[config.mk]
export PLATFORM = sky130hd
export DESIGN_NAME = psram_line_fetcher_flat
export DESIGN_NICKNAME = d
export VERILOG_FILES = /design/src/rtl/psram_line_fetcher_pkg.sv /design/src/rtl/psram_line_fetcher_if.sv /design/src/rtl/sync_fifo64.sv /design/src/rtl/psram_line_fetcher.sv /design/src/flat_wrapper.sv
export SDC_FILE = /design/constraint.sdc
export NUM_CORES = 1
export LEC_CHECK = 0
export ABC_CLOCK_PERIOD_IN_PS = 9500
export CAP_MARGIN = 0
export CORE_MARGIN = 8
export CORE_UTILIZATION = 60
export DETAILED_ROUTE_END_ITERATION = 16
export PLACE_DENSITY = 0.8
export SLEW_MARGIN = 0
export SYNTH_ARGS = -nofsm -noshare
export SYNTH_HDL_FRONTEND = slang
export SYNTH_SLANG_ARGS = --single-unit
[constraint.sdc]
create_clock -name clk -period 9.5 [get_ports clk]
set_input_delay 0.95 -clock clk [delete_from_list [all_inputs] [get_ports clk]]
set_output_delay 0.95 -clock clk [all_outputs]
set_load 0.1 [all_outputs]
[src/rtl/psram_line_fetcher_pkg.sv]
// Shared types and constants for the PSRAM line fetcher.
// Holds the fetch FSM state enum, command encodings and default timing.
package psram_client_pkg;

    typedef enum logic [2:0] {
        WAIT_CALIB,
        IDLE,
        RD_CMD,
        RD_WAIT,
        WR_CMD,
        GAP
    } fetch_state_t;

    localparam logic       CMD_READ   = 1'b0;
    localparam logic       CMD_WRITE  = 1'b1;
    localparam logic [7:0] BYTE0_MASK = 8'hFE;

    localparam int DEF_BURST_BEATS = 4;
    localparam int DEF_CMD_GAP     = 15;
    localparam int ADDR_W          = 21;

endpackage

[src/rtl/psram_line_fetcher_if.sv]
// PSRAM controller user-side bus.
// master: the fetcher (issues cmd/addr/data, receives rd beats); slave: controller.
interface psram_line_fetcher_if;
    import psram_client_pkg::*;

    logic              init_calib;
    logic              cmd;
    logic              cmd_en;
    logic [ADDR_W-1:0] addr;
    logic [63:0]       wr_data;
    logic [7:0]        data_mask;
    logic [63:0]       rd_data;
    logic              rd_data_valid;

    modport master (
        input  init_calib,
        input  rd_data,
        input  rd_data_valid,
        output cmd,
        output cmd_en,
        output addr,
        output wr_data,
        output data_mask
    );

    modport slave (
        output init_calib,
        output rd_data,
        output rd_data_valid,
        input  cmd,
        input  cmd_en,
        input  addr,
        input  wr_data,
        input  data_mask
    );

endinterface

[src/rtl/sync_fifo64.sv]
// Single-clock 64-bit show-ahead FIFO with occupancy and synchronous flush.
// Ports: clk, reset, flush, push/din, pop/dout, empty, full, level.
module sync_fifo64 #(
    parameter int DEPTH = 16
) (
    input  logic                   clk,
    input  logic                   reset,
    input  logic                   flush,
    input  logic                   push,
    input  logic [63:0]            din,
    input  logic                   pop,
    output logic [63:0]            dout,
    output logic                   empty,
    output logic                   full,
    output logic [$clog2(DEPTH):0] level
);

    localparam int AW = $clog2(DEPTH);

    logic [63:0] ram [DEPTH];
    logic [AW:0] wr_ptr;
    logic [AW:0] rd_ptr;
    logic        do_push;
    logic        do_pop;

    assign level   = wr_ptr - rd_ptr;
    assign empty   = (level == '0);
    assign full    = (level == (AW+1)'(DEPTH));
    assign dout    = ram[rd_ptr[AW-1:0]];
    assign do_push = push && !full && !flush;
    assign do_pop  = pop && !empty && !flush;

    always_ff @(posedge clk) begin
        if (do_push) begin
            ram[wr_ptr[AW-1:0]] <= din;
        end
    end

    always_ff @(posedge clk or posedge reset) begin
        if (reset) begin
            wr_ptr <= '0;
            rd_ptr <= '0;
        end else if (flush) begin
            wr_ptr <= '0;
            rd_ptr <= '0;
        end else begin
            if (do_push) wr_ptr <= wr_ptr + 1'b1;
            if (do_pop)  rd_ptr <= rd_ptr + 1'b1;
        end
    end

endmodule

[src/rtl/psram_line_fetcher.sv]
// Prefetches a video line from PSRAM in read bursts, serialises it to bytes,
// and slots single-byte host writes between bursts.
// Ports: clk, reset, mem (PSRAM user bus, master), line_start/line_addr/
// line_bursts, busy, pix_data/pix_valid/pix_ready, wr_req/wr_addr/wr_byte/
// wr_ack, rd_error.
module psram_line_fetcher
    import psram_client_pkg::*;
#(
    parameter int FIFO_DEPTH  = 16,
    parameter int BURST_BEATS = DEF_BURST_BEATS,
    parameter int ADDR_STEP   = 16,
    parameter int CMD_GAP     = DEF_CMD_GAP,
    parameter int RD_TIMEOUT  = 63
) (
    input  logic                 clk,
    input  logic                 reset,
    psram_line_fetcher_if.master mem,
    input  logic                 line_start,
    input  logic [ADDR_W-1:0]    line_addr,
    input  logic [7:0]           line_bursts,
    output logic                 busy,
    output logic [7:0]           pix_data,
    output logic                 pix_valid,
    input  logic                 pix_ready,
    input  logic                 wr_req,
    input  logic [ADDR_W-1:0]    wr_addr,
    input  logic [7:0]           wr_byte,
    output logic                 wr_ack,
    output logic                 rd_error
);

    localparam int LW = $clog2(FIFO_DEPTH) + 1;
    localparam int BW = $clog2(BURST_BEATS + 1);
    localparam int TW = $clog2(RD_TIMEOUT + 1);
    localparam int GW = $clog2(CMD_GAP + 1);

    fetch_state_t      state;
    fetch_state_t      state_n;
    logic [ADDR_W-1:0] cur_addr;
    logic [7:0]        bursts_left;
    logic [BW-1:0]     beat_cnt;
    logic [TW-1:0]     to_cnt;
    logic [GW-1:0]     gap_cnt;
    logic              discard;

    logic              f_push;
    logic              f_pop;
    logic [63:0]       f_dout;
    logic              f_empty;
    logic              f_full;
    logic [LW-1:0]     f_level;
    logic [LW-1:0]     f_free;

    logic              rd_ok;
    logic              wr_win;
    logic              beat_last;
    logic              timeout;
    logic              gap_near;
    logic              beat_keep;
    logic              overflow;

    logic [63:0]       sh;
    logic [2:0]        byte_idx;
    logic              take;

    sync_fifo64 #(
        .DEPTH (FIFO_DEPTH)
    ) u_fifo (
        .clk   (clk),
        .reset (reset),
        .flush (line_start),
        .push  (f_push),
        .din   (mem.rd_data),
        .pop   (f_pop),
        .dout  (f_dout),
        .empty (f_empty),
        .full  (f_full),
        .level (f_level)
    );

    assign f_free   = LW'(FIFO_DEPTH) - f_level;
    assign rd_ok    = (bursts_left != 8'd0) && (f_free >= LW'(BURST_BEATS));
    // With data already buffered the pixel stream can ride out a write.
    assign wr_win   = wr_req && (!rd_ok || (f_level >= LW'(2)));
    assign beat_last = mem.rd_data_valid && (beat_cnt == BW'(BURST_BEATS - 1));
    assign timeout  = (beat_cnt == '0) && !mem.rd_data_valid
                      && (to_cnt == TW'(RD_TIMEOUT - 1));
    // gap_cnt reaches zero next cycle: IDLE may issue then.
    assign gap_near = (gap_cnt <= GW'(1));

    // Beats of a burst abandoned by line_start are counted but never stored.
    assign beat_keep = (state == RD_WAIT) && mem.rd_data_valid
                       && !discard && !line_start;
    assign f_push    = beat_keep && !f_full;
    assign overflow  = beat_keep && f_full;

    assign busy = (bursts_left != 8'd0)
                  || !((state == IDLE) || (state == WAIT_CALIB));

    always_comb begin
        state_n = state;
        unique case (state)
            WAIT_CALIB: begin
                if (mem.init_calib) state_n = IDLE;
            end
            IDLE: begin
                if (!mem.init_calib) begin
                    state_n = WAIT_CALIB;
                end else if (!line_start && (gap_cnt == '0)) begin
                    if (wr_win)     state_n = WR_CMD;
                    else if (rd_ok) state_n = RD_CMD;
                end
            end
            RD_CMD: begin
                state_n = RD_WAIT;
            end
            RD_WAIT: begin
                if (timeout)        state_n = GAP;
                else if (beat_last) state_n = gap_near ? IDLE : GAP;
            end
            WR_CMD: begin
                state_n = GAP;
            end
            GAP: begin
                if (gap_near) state_n = IDLE;
            end
            default: begin
                state_n = WAIT_CALIB;
            end
        endcase
    end

    always_ff @(posedge clk or posedge reset) begin
        if (reset) begin
            state         <= WAIT_CALIB;
            cur_addr      <= '0;
            bursts_left   <= '0;
            beat_cnt      <= '0;
            to_cnt        <= '0;
            gap_cnt       <= '0;
            discard       <= 1'b0;
            rd_error      <= 1'b0;
            wr_ack        <= 1'b0;
            mem.cmd_en    <= 1'b0;
            mem.cmd       <= CMD_READ;
            mem.addr      <= '0;
            mem.wr_data   <= '0;
            mem.data_mask <= 8'hFF;
        end else begin
            state      <= state_n;
            mem.cmd_en <= 1'b0;
            wr_ack     <= 1'b0;

            // Command outputs are registered so they line up with the
            // RD_CMD / WR_CMD state cycle.
            if ((state == IDLE) && (state_n == RD_CMD)) begin
                mem.cmd_en    <= 1'b1;
                mem.cmd       <= CMD_READ;
                mem.addr      <= cur_addr;
                mem.data_mask <= 8'hFF;
            end
            if ((state == IDLE) && (state_n == WR_CMD)) begin
                mem.cmd_en    <= 1'b1;
                mem.cmd       <= CMD_WRITE;
                mem.addr      <= wr_addr;
                mem.wr_data   <= {56'h0, wr_byte};
                mem.data_mask <= BYTE0_MASK;
                wr_ack        <= 1'b1;
            end

            if ((state == RD_CMD) || (state == WR_CMD)) begin
                gap_cnt <= GW'(CMD_GAP - 2);
            end else if (gap_cnt != '0) begin
                gap_cnt <= gap_cnt - 1'b1;
            end

            if (line_start) begin
                cur_addr    <= line_addr;
                bursts_left <= line_bursts;
            end else if (state == RD_CMD) begin
                cur_addr    <= cur_addr + ADDR_W'(ADDR_STEP);
                bursts_left <= bursts_left - 8'd1;
            end

            if (line_start && ((state == RD_CMD) || (state == RD_WAIT))) begin
                discard <= 1'b1;
            end else if (state == RD_CMD) begin
                discard <= 1'b0;
            end

            if (state == RD_CMD) begin
                beat_cnt <= '0;
                to_cnt   <= '0;
            end else if (state == RD_WAIT) begin
                if (mem.rd_data_valid) begin
                    beat_cnt <= beat_cnt + 1'b1;
                end else if (beat_cnt == '0) begin
                    to_cnt <= to_cnt + 1'b1;
                end
            end

            if (((state == RD_WAIT) && timeout) || overflow) begin
                rd_error <= 1'b1;
            end
        end
    end

    // Serializer: one FIFO entry at a time, MSB byte first.
    assign pix_data = sh[63:56];
    assign take     = pix_valid && pix_ready;
    assign f_pop    = !line_start && !f_empty
                      && (!pix_valid || (take && (byte_idx == 3'd7)));

    always_ff @(posedge clk or posedge reset) begin
        if (reset) begin
            sh        <= '0;
            byte_idx  <= '0;
            pix_valid <= 1'b0;
        end else if (line_start) begin
            byte_idx  <= '0;
            pix_valid <= 1'b0;
        end else if (f_pop) begin
            sh        <= f_dout;
            byte_idx  <= '0;
            pix_valid <= 1'b1;
        end else if (take) begin
            if (byte_idx == 3'd7) begin
                pix_valid <= 1'b0;
            end else begin
                sh       <= {sh[55:0], 8'h00};
                byte_idx <= byte_idx + 3'd1;
            end
        end
    end

endmodule

[src/flat_wrapper.sv]
// flat-port wrapper written by rule: the top's interface ports become plain ports
module psram_line_fetcher_flat import psram_client_pkg::*;
#(
    parameter int FIFO_DEPTH  = 16,
    parameter int BURST_BEATS = DEF_BURST_BEATS,
    parameter int ADDR_STEP   = 16,
    parameter int CMD_GAP     = DEF_CMD_GAP,
    parameter int RD_TIMEOUT  = 63
)
  (clk, reset, line_start, line_addr, line_bursts, busy, pix_data, pix_valid, pix_ready, wr_req, wr_addr, wr_byte, wr_ack, rd_error, mem_init_calib, mem_rd_data, mem_rd_data_valid, mem_cmd, mem_cmd_en, mem_addr, mem_wr_data, mem_data_mask);
  psram_line_fetcher_if mem_i ();
  input  logic clk;
  input  logic reset;
  input  logic line_start;
  input  logic [ADDR_W-1:0] line_addr;
  input  logic [7:0] line_bursts;
  output logic busy;
  output logic [7:0] pix_data;
  output logic pix_valid;
  input  logic pix_ready;
  input  logic wr_req;
  input  logic [ADDR_W-1:0] wr_addr;
  input  logic [7:0] wr_byte;
  output logic wr_ack;
  output logic rd_error;
  input wire logic [$bits(mem_i.init_calib)-1:0] mem_init_calib;
  input wire logic [$bits(mem_i.rd_data)-1:0] mem_rd_data;
  input wire logic [$bits(mem_i.rd_data_valid)-1:0] mem_rd_data_valid;
  output wire logic [$bits(mem_i.cmd)-1:0] mem_cmd;
  output wire logic [$bits(mem_i.cmd_en)-1:0] mem_cmd_en;
  output wire logic [$bits(mem_i.addr)-1:0] mem_addr;
  output wire logic [$bits(mem_i.wr_data)-1:0] mem_wr_data;
  output wire logic [$bits(mem_i.data_mask)-1:0] mem_data_mask;
  assign mem_i.init_calib = mem_init_calib;
  assign mem_i.rd_data = mem_rd_data;
  assign mem_i.rd_data_valid = mem_rd_data_valid;
  assign mem_cmd = mem_i.cmd;
  assign mem_cmd_en = mem_i.cmd_en;
  assign mem_addr = mem_i.addr;
  assign mem_wr_data = mem_i.wr_data;
  assign mem_data_mask = mem_i.data_mask;
  psram_line_fetcher #(.FIFO_DEPTH(FIFO_DEPTH), .BURST_BEATS(BURST_BEATS), .ADDR_STEP(ADDR_STEP), .CMD_GAP(CMD_GAP), .RD_TIMEOUT(RD_TIMEOUT)) u_core (.clk(clk), .reset(reset), .mem(mem_i), .line_start(line_start), .line_addr(line_addr), .line_bursts(line_bursts), .busy(busy), .pix_data(pix_data), .pix_valid(pix_valid), .pix_ready(pix_ready), .wr_req(wr_req), .wr_addr(wr_addr), .wr_byte(wr_byte), .wr_ack(wr_ack), .rd_error(rd_error));
endmodule
==> Implementation_results.wiki <==
{| class="wikitable"
! Metric !! Value
|-
| Main area contributors after synthesis || sky130_fd_sc_hd__edfxtp_1 (66%), sky130_fd_sc_hd__mux4_2 (15%), sky130_fd_sc_hd__dfrtp_1 (8.4%)
|-
| I/O pin total || 236
|-
| Highest-delay cell along the critical path || sky130_fd_sc_hd__dfrtp_4
|-
| Setup repair after global routing missed its margin || false
|-
| Count of flip-flops with a built-in enable after synthesis || 1024
|-
| Root Driver || sky130_fd_sc_hd__clkbuf_16
|-
| HP Class || flop to flop
|-
| Area Overhead vs Synth || 14.2%
|-
| Count of state elements after synthesis || 1182
|-
| Post-route antenna net violation count || 0
|-
| Synth area leader || sky130_fd_sc_hd__edfxtp_1
|-
| Most frequently used flop master after synthesis || sky130_fd_sc_hd__edfxtp_1
|-
| Switching component of the power || 0.00443 W
|-
| Number of core rows || 102
|-
| Die X-Extent || 295 um
|-
| CTS clock-pin slew for the worst setup and hold paths || 0.06 ns
|-
| Die outline height || 295 um
|-
| Post-synthesis instance area || 0.0467 mm2
|-
| Initial core utilization || 60.4%
|-
| Yosys warnings || 0
|-
| Number of maximum-capacitance constraint violations || 0
|-
| Total CTS buffers || 112
|-
| Maximum frequency from static timing analysis || about 180 MHz
|-
| Vias in the first global route || roughly 25000
|-
| Power Dens Cells || 277 mW/mm2
|-
| Launch instance of the worst register-to-register path || u_core.u_fifo.rd_ptr[1]
|-
| Initial detailed-routing violation count || around 2500
|-
| Highest routed layer || met5
|-
| Type of the setup path with the least slack || flop to flop
|-
| Number of vias in the routed layout || 23612
|-
| Time the final worst path needs with I/O delays and setup || 5.66 ns
|-
| Met1 Routed Length || around 40000 um
|-
| TritonCTS sink count || 1182
|-
| Number of standard cells in the final layout excluding fillers || 3588
|-
| Global route total overflow || 0
|-
| Source-to-sink clock delay at the later pin of the worst-skew pair || 0.69 ns
|-
| Post-detailed-routing wire length || 113000 um
|-
| Number of buffer and inverter instances along the worst setup path || 2
|-
| Family with the most delay on the worst path || simple AND/OR/NAND/NOR gates
|-
| Number of slew-limit violations in the final report || 0
|-
| Final Skew || 0.0382 ns
|-
| Share of total power consumed by net switching || between 30% and 40%
|-
| Slew Limit Headroom || under 10%
|-
| Gate count after technology mapping || 2244
|-
| Most repeated library cell on the critical path || sky130_fd_sc_hd__ha_1
|-
| Max Buffers Root-to-Sink || 3
|-
| RD Place Congestion || 0.844
|-
| Finish-stage setup viols || 0
|-
| Kind of launch point of the worst setup path || flop
|-
| Peak fanout along the critical path || 65
|-
| TritonCTS clock tree || built
|-
| Post-synthesis average cell area || 20.8 um2
|-
| Number of buffers inserted for hold repair after clock tree synthesis || 0
|-
| Final nets || 2595
|-
| Proportion of power drawn by combinational gates || 25.1%
|-
| Cell breakdown of the critical path || inv_1 > ha_1 > and3b_1 > o21ai_0 > a211oi_2 > ha_1 > nor3b_2 > nand3_1 > nor2_4 > buf_4
|-
| Leakage dissipation || 17.4 nW
|-
| Slew @ Worst Pin || 1.40 ns
|-
| First-pass iteration count of the detailed router || 5
|-
| Worst setup EP type || flop
|-
| Internal portion of total power || 0.0103 W
|-
| Routed len/inst || 31.4 um
|-
| Outcome || finished clean
|-
| Power after layout || 0.0147 W
|-
| Crit share post-route || 59.6%
|-
| Share of flip-flops with an asynchronous set or reset || 13.4%
|-
| Fraction of final layout cells sized beyond drive strength 1 || 23.5%
|-
| Clock Power Share || 32.9%
|-
| Via count normalized by instance count || 6.58
|-
| Initial antenna violation count || 11
|-
| Seq pwr share || a little over two fifths
|-
| Setup total negative slack || 0 ns
|-
| Post-route worst setup slack || 3.84 ns
|-
| Share of Yosys cell area claimed by the top area cell type || between 60% and 70%
|-
| Post-Place Setup Slack || 4.08 ns
|-
| Die Footprint || a little under 0.09 mm2
|-
| IR drop worst, VDD || 0.000182 V
|-
| Largest stage delay on the critical path || 1.11 ns
|-
| Routed met3 length || 11300 um
|-
| HP Start || u_core.sh[34]
|-
| Area of the core || 0.0773 mm2
|-
| Pin count of the biggest net entering global routing || ~120
|-
| Global-route wire length before repair || 165000 um
|-
| Beginning of the critical path || u_core.u_fifo.rd_ptr[1]
|-
| Port Buf Inserts || 172
|-
| Distinct cell type count after synthesis || 57
|-
| Post-CTS setup buffers || 0
|-
| Total track usage || between 20% and 30%
|-
| Routed length on met2 || 57600 um
|-
| Required time worst endpoint || between 9 and 10 ns
|-
| DRC errors left || 0
|-
| Number of levels in the clock H-tree || 3
|-
| Cell count after placement || 3366
|-
| Sequential cell area fraction in the yosys report || 74.3%
|-
| Final HPWL DP || 57800 um
|-
| Arrival time at the worst endpoint || 5.95 ns
|-
| Final hold vios || 0
|-
| Post-CTS Resized || 0
|}
-- cell usage in the layout, fill, tap and decap left out, drive strengths merged, types with 5 or more instances in the layout --
cell type      synthesis  final
a211oi                13     13
a21oi                 24     24
a22o                   9      9
and2                   8      8
and3                   6      6
buf                  130     39
bufinv                 0     21
clkbuf                59    151
clkdlybuf4s50          0    171
clkinv                 0     27
clkinvlp               0      7
conb                   2     63
dfrtp                157    157
diode                  0      9
edfxtp              1024   1024
ha                    25     25
inv                   51     58
mux2                  12     12
mux2i                 16     16
mux4                 320    320
nand2                 70     70
nand2b                 5      5
nand3                 12     12
nand4                  7      7
nor2                  47     47
nor3                  22     22
nor3b                  5      5
o21ai                 45     45
o22a                  88     88
o32ai                  8      8
xnor2                 18     18
xor2                  21     21
-- metrics by stage --
step	hold WS, ns	utilization, %	area, um2
2_1_floorplan	0.449	-	46900
3_3_place_gp	0.464	63.7	49300
3_5_place_dp	0.471	63.7	49300
4_1_cts	0.494	68.9	53300
5_1_grt	0.520	68.9	53300
6_report	0.497	69.0	53300
-- Yosys cell counts, types with 7 or more instances --
master                     number
sky130_fd_sc_hd__mux4_2       320
sky130_fd_sc_hd__dfrtp_1      157
sky130_fd_sc_hd__xnor2_1       18
sky130_fd_sc_hd__xor2_1        21
sky130_fd_sc_hd__a21oi_1       24
sky130_fd_sc_hd__nor3_1        22
sky130_fd_sc_hd__nand3_1       12
sky130_fd_sc_hd__buf_4         87
sky130_fd_sc_hd__clkbuf_1      59
sky130_fd_sc_hd__buf_2         21
sky130_fd_sc_hd__a22o_1         9
sky130_fd_sc_hd__ha_1          25
sky130_fd_sc_hd__o21ai_0       44
sky130_fd_sc_hd__and2_1         8
sky130_fd_sc_hd__o22a_1        88
sky130_fd_sc_hd__nor2_1        47
sky130_fd_sc_hd__nand2_1       70
sky130_fd_sc_hd__nand4_1        7
sky130_fd_sc_hd__a211oi_2      12
sky130_fd_sc_hd__edfxtp_1    1024
sky130_fd_sc_hd__o32ai_1        8
sky130_fd_sc_hd__inv_1         51
sky130_fd_sc_hd__buf_1         18
sky130_fd_sc_hd__mux2i_1       16
sky130_fd_sc_hd__mux2_2        12
-- tightest hold or removal path: cells and delay by family (launching register included) --
| kind | cells | cell delay [ns] |
|---|---|---|
| AO/OA/AOI/OAI | 1 | 0.07 |
| AND/OR/NAND/NOR | 1 | 0.05 |
| flip-flops | 1 | 0.35 |
-- routing by layer --
layer / track usage [%] / vias to the layer above
met1: 32.8 / 12287
met2: 43.8 / 1599
li1: - / 9456
met5: 0 / -
met3: 5.73 / 264
met4: 10.5 / 6
-- layout make-up --
cell class | instances | area, um2
Inverter | 51 | 199
Sequential cell | 1182 | 34700
Tap cell | 1040 | 1300
Clock inverter | 62 | 907
Antenna cell | 9 | 22.5
Clock buffer | 151 | 3120
Multi-Input combinational cell | 883 | 11000
Timing Repair Buffer | 210 | 2020
Fill cell | 4452 | 24000
-- path summary, 6_finish.rpt --
check	end	slack, ns	cells after the start
worst min register to register	u_core.sh[34]	0.50	2
min in group asynchronous	u_core.mem.addr[2]	0.85	2
worst max register to register	u_core.u_fifo.ram[15][35]	3.84	10
worst min-delay path	u_core.sh[34]	0.50	2
worst max-delay path	u_core.u_fifo.ram[15][35]	3.84	10
max in group asynchronous	u_core.sh[7]	7.29	3
-- logic make-up after synthesis --
kind of cell / count (synthesis) / share of synthesized area (%)
other cells: 2 / 0.0161
buf+inv: 240 / 2.75
simple gates: 202 / 2.08
compound gates: 205 / 3.37
xor+xnor: 39 / 0.731
fa+ha+maj: 26 / 0.712
flops: 1182 / 74.3
mux: 348 / 16.1
-- power groups by stage --
stage                     Combinational, W  Clock (W)  Sequential [W]
after global placement             0.00353          0         0.00626
after CTS                          0.00373    0.00490         0.00618
after global routing               0.00390    0.00508         0.00620
after detailed placement           0.00363          0         0.00628
final                              0.00370    0.00486         0.00619
after floorplan                    0.00238          0         0.00665
-- registers in the layout, indices dropped and copies added, names as in the netlist, 3 cells and up --
name                  cells
u_core.gap_cnt            4
u_core.to_cnt             6
u_core.bursts_left        8
u_core.cur_addr          21
u_core.u_fifo.rd_ptr      5
u_core.beat_cnt           3
u_core.sh                64
u_core.byte_idx           3
u_core.state              3
u_core.u_fifo.wr_ptr      5
u_core.u_fifo.ram      1024
u_core.mem.wr_data        8
u_core.mem.addr          21
(Power assumes the default switching activity.)
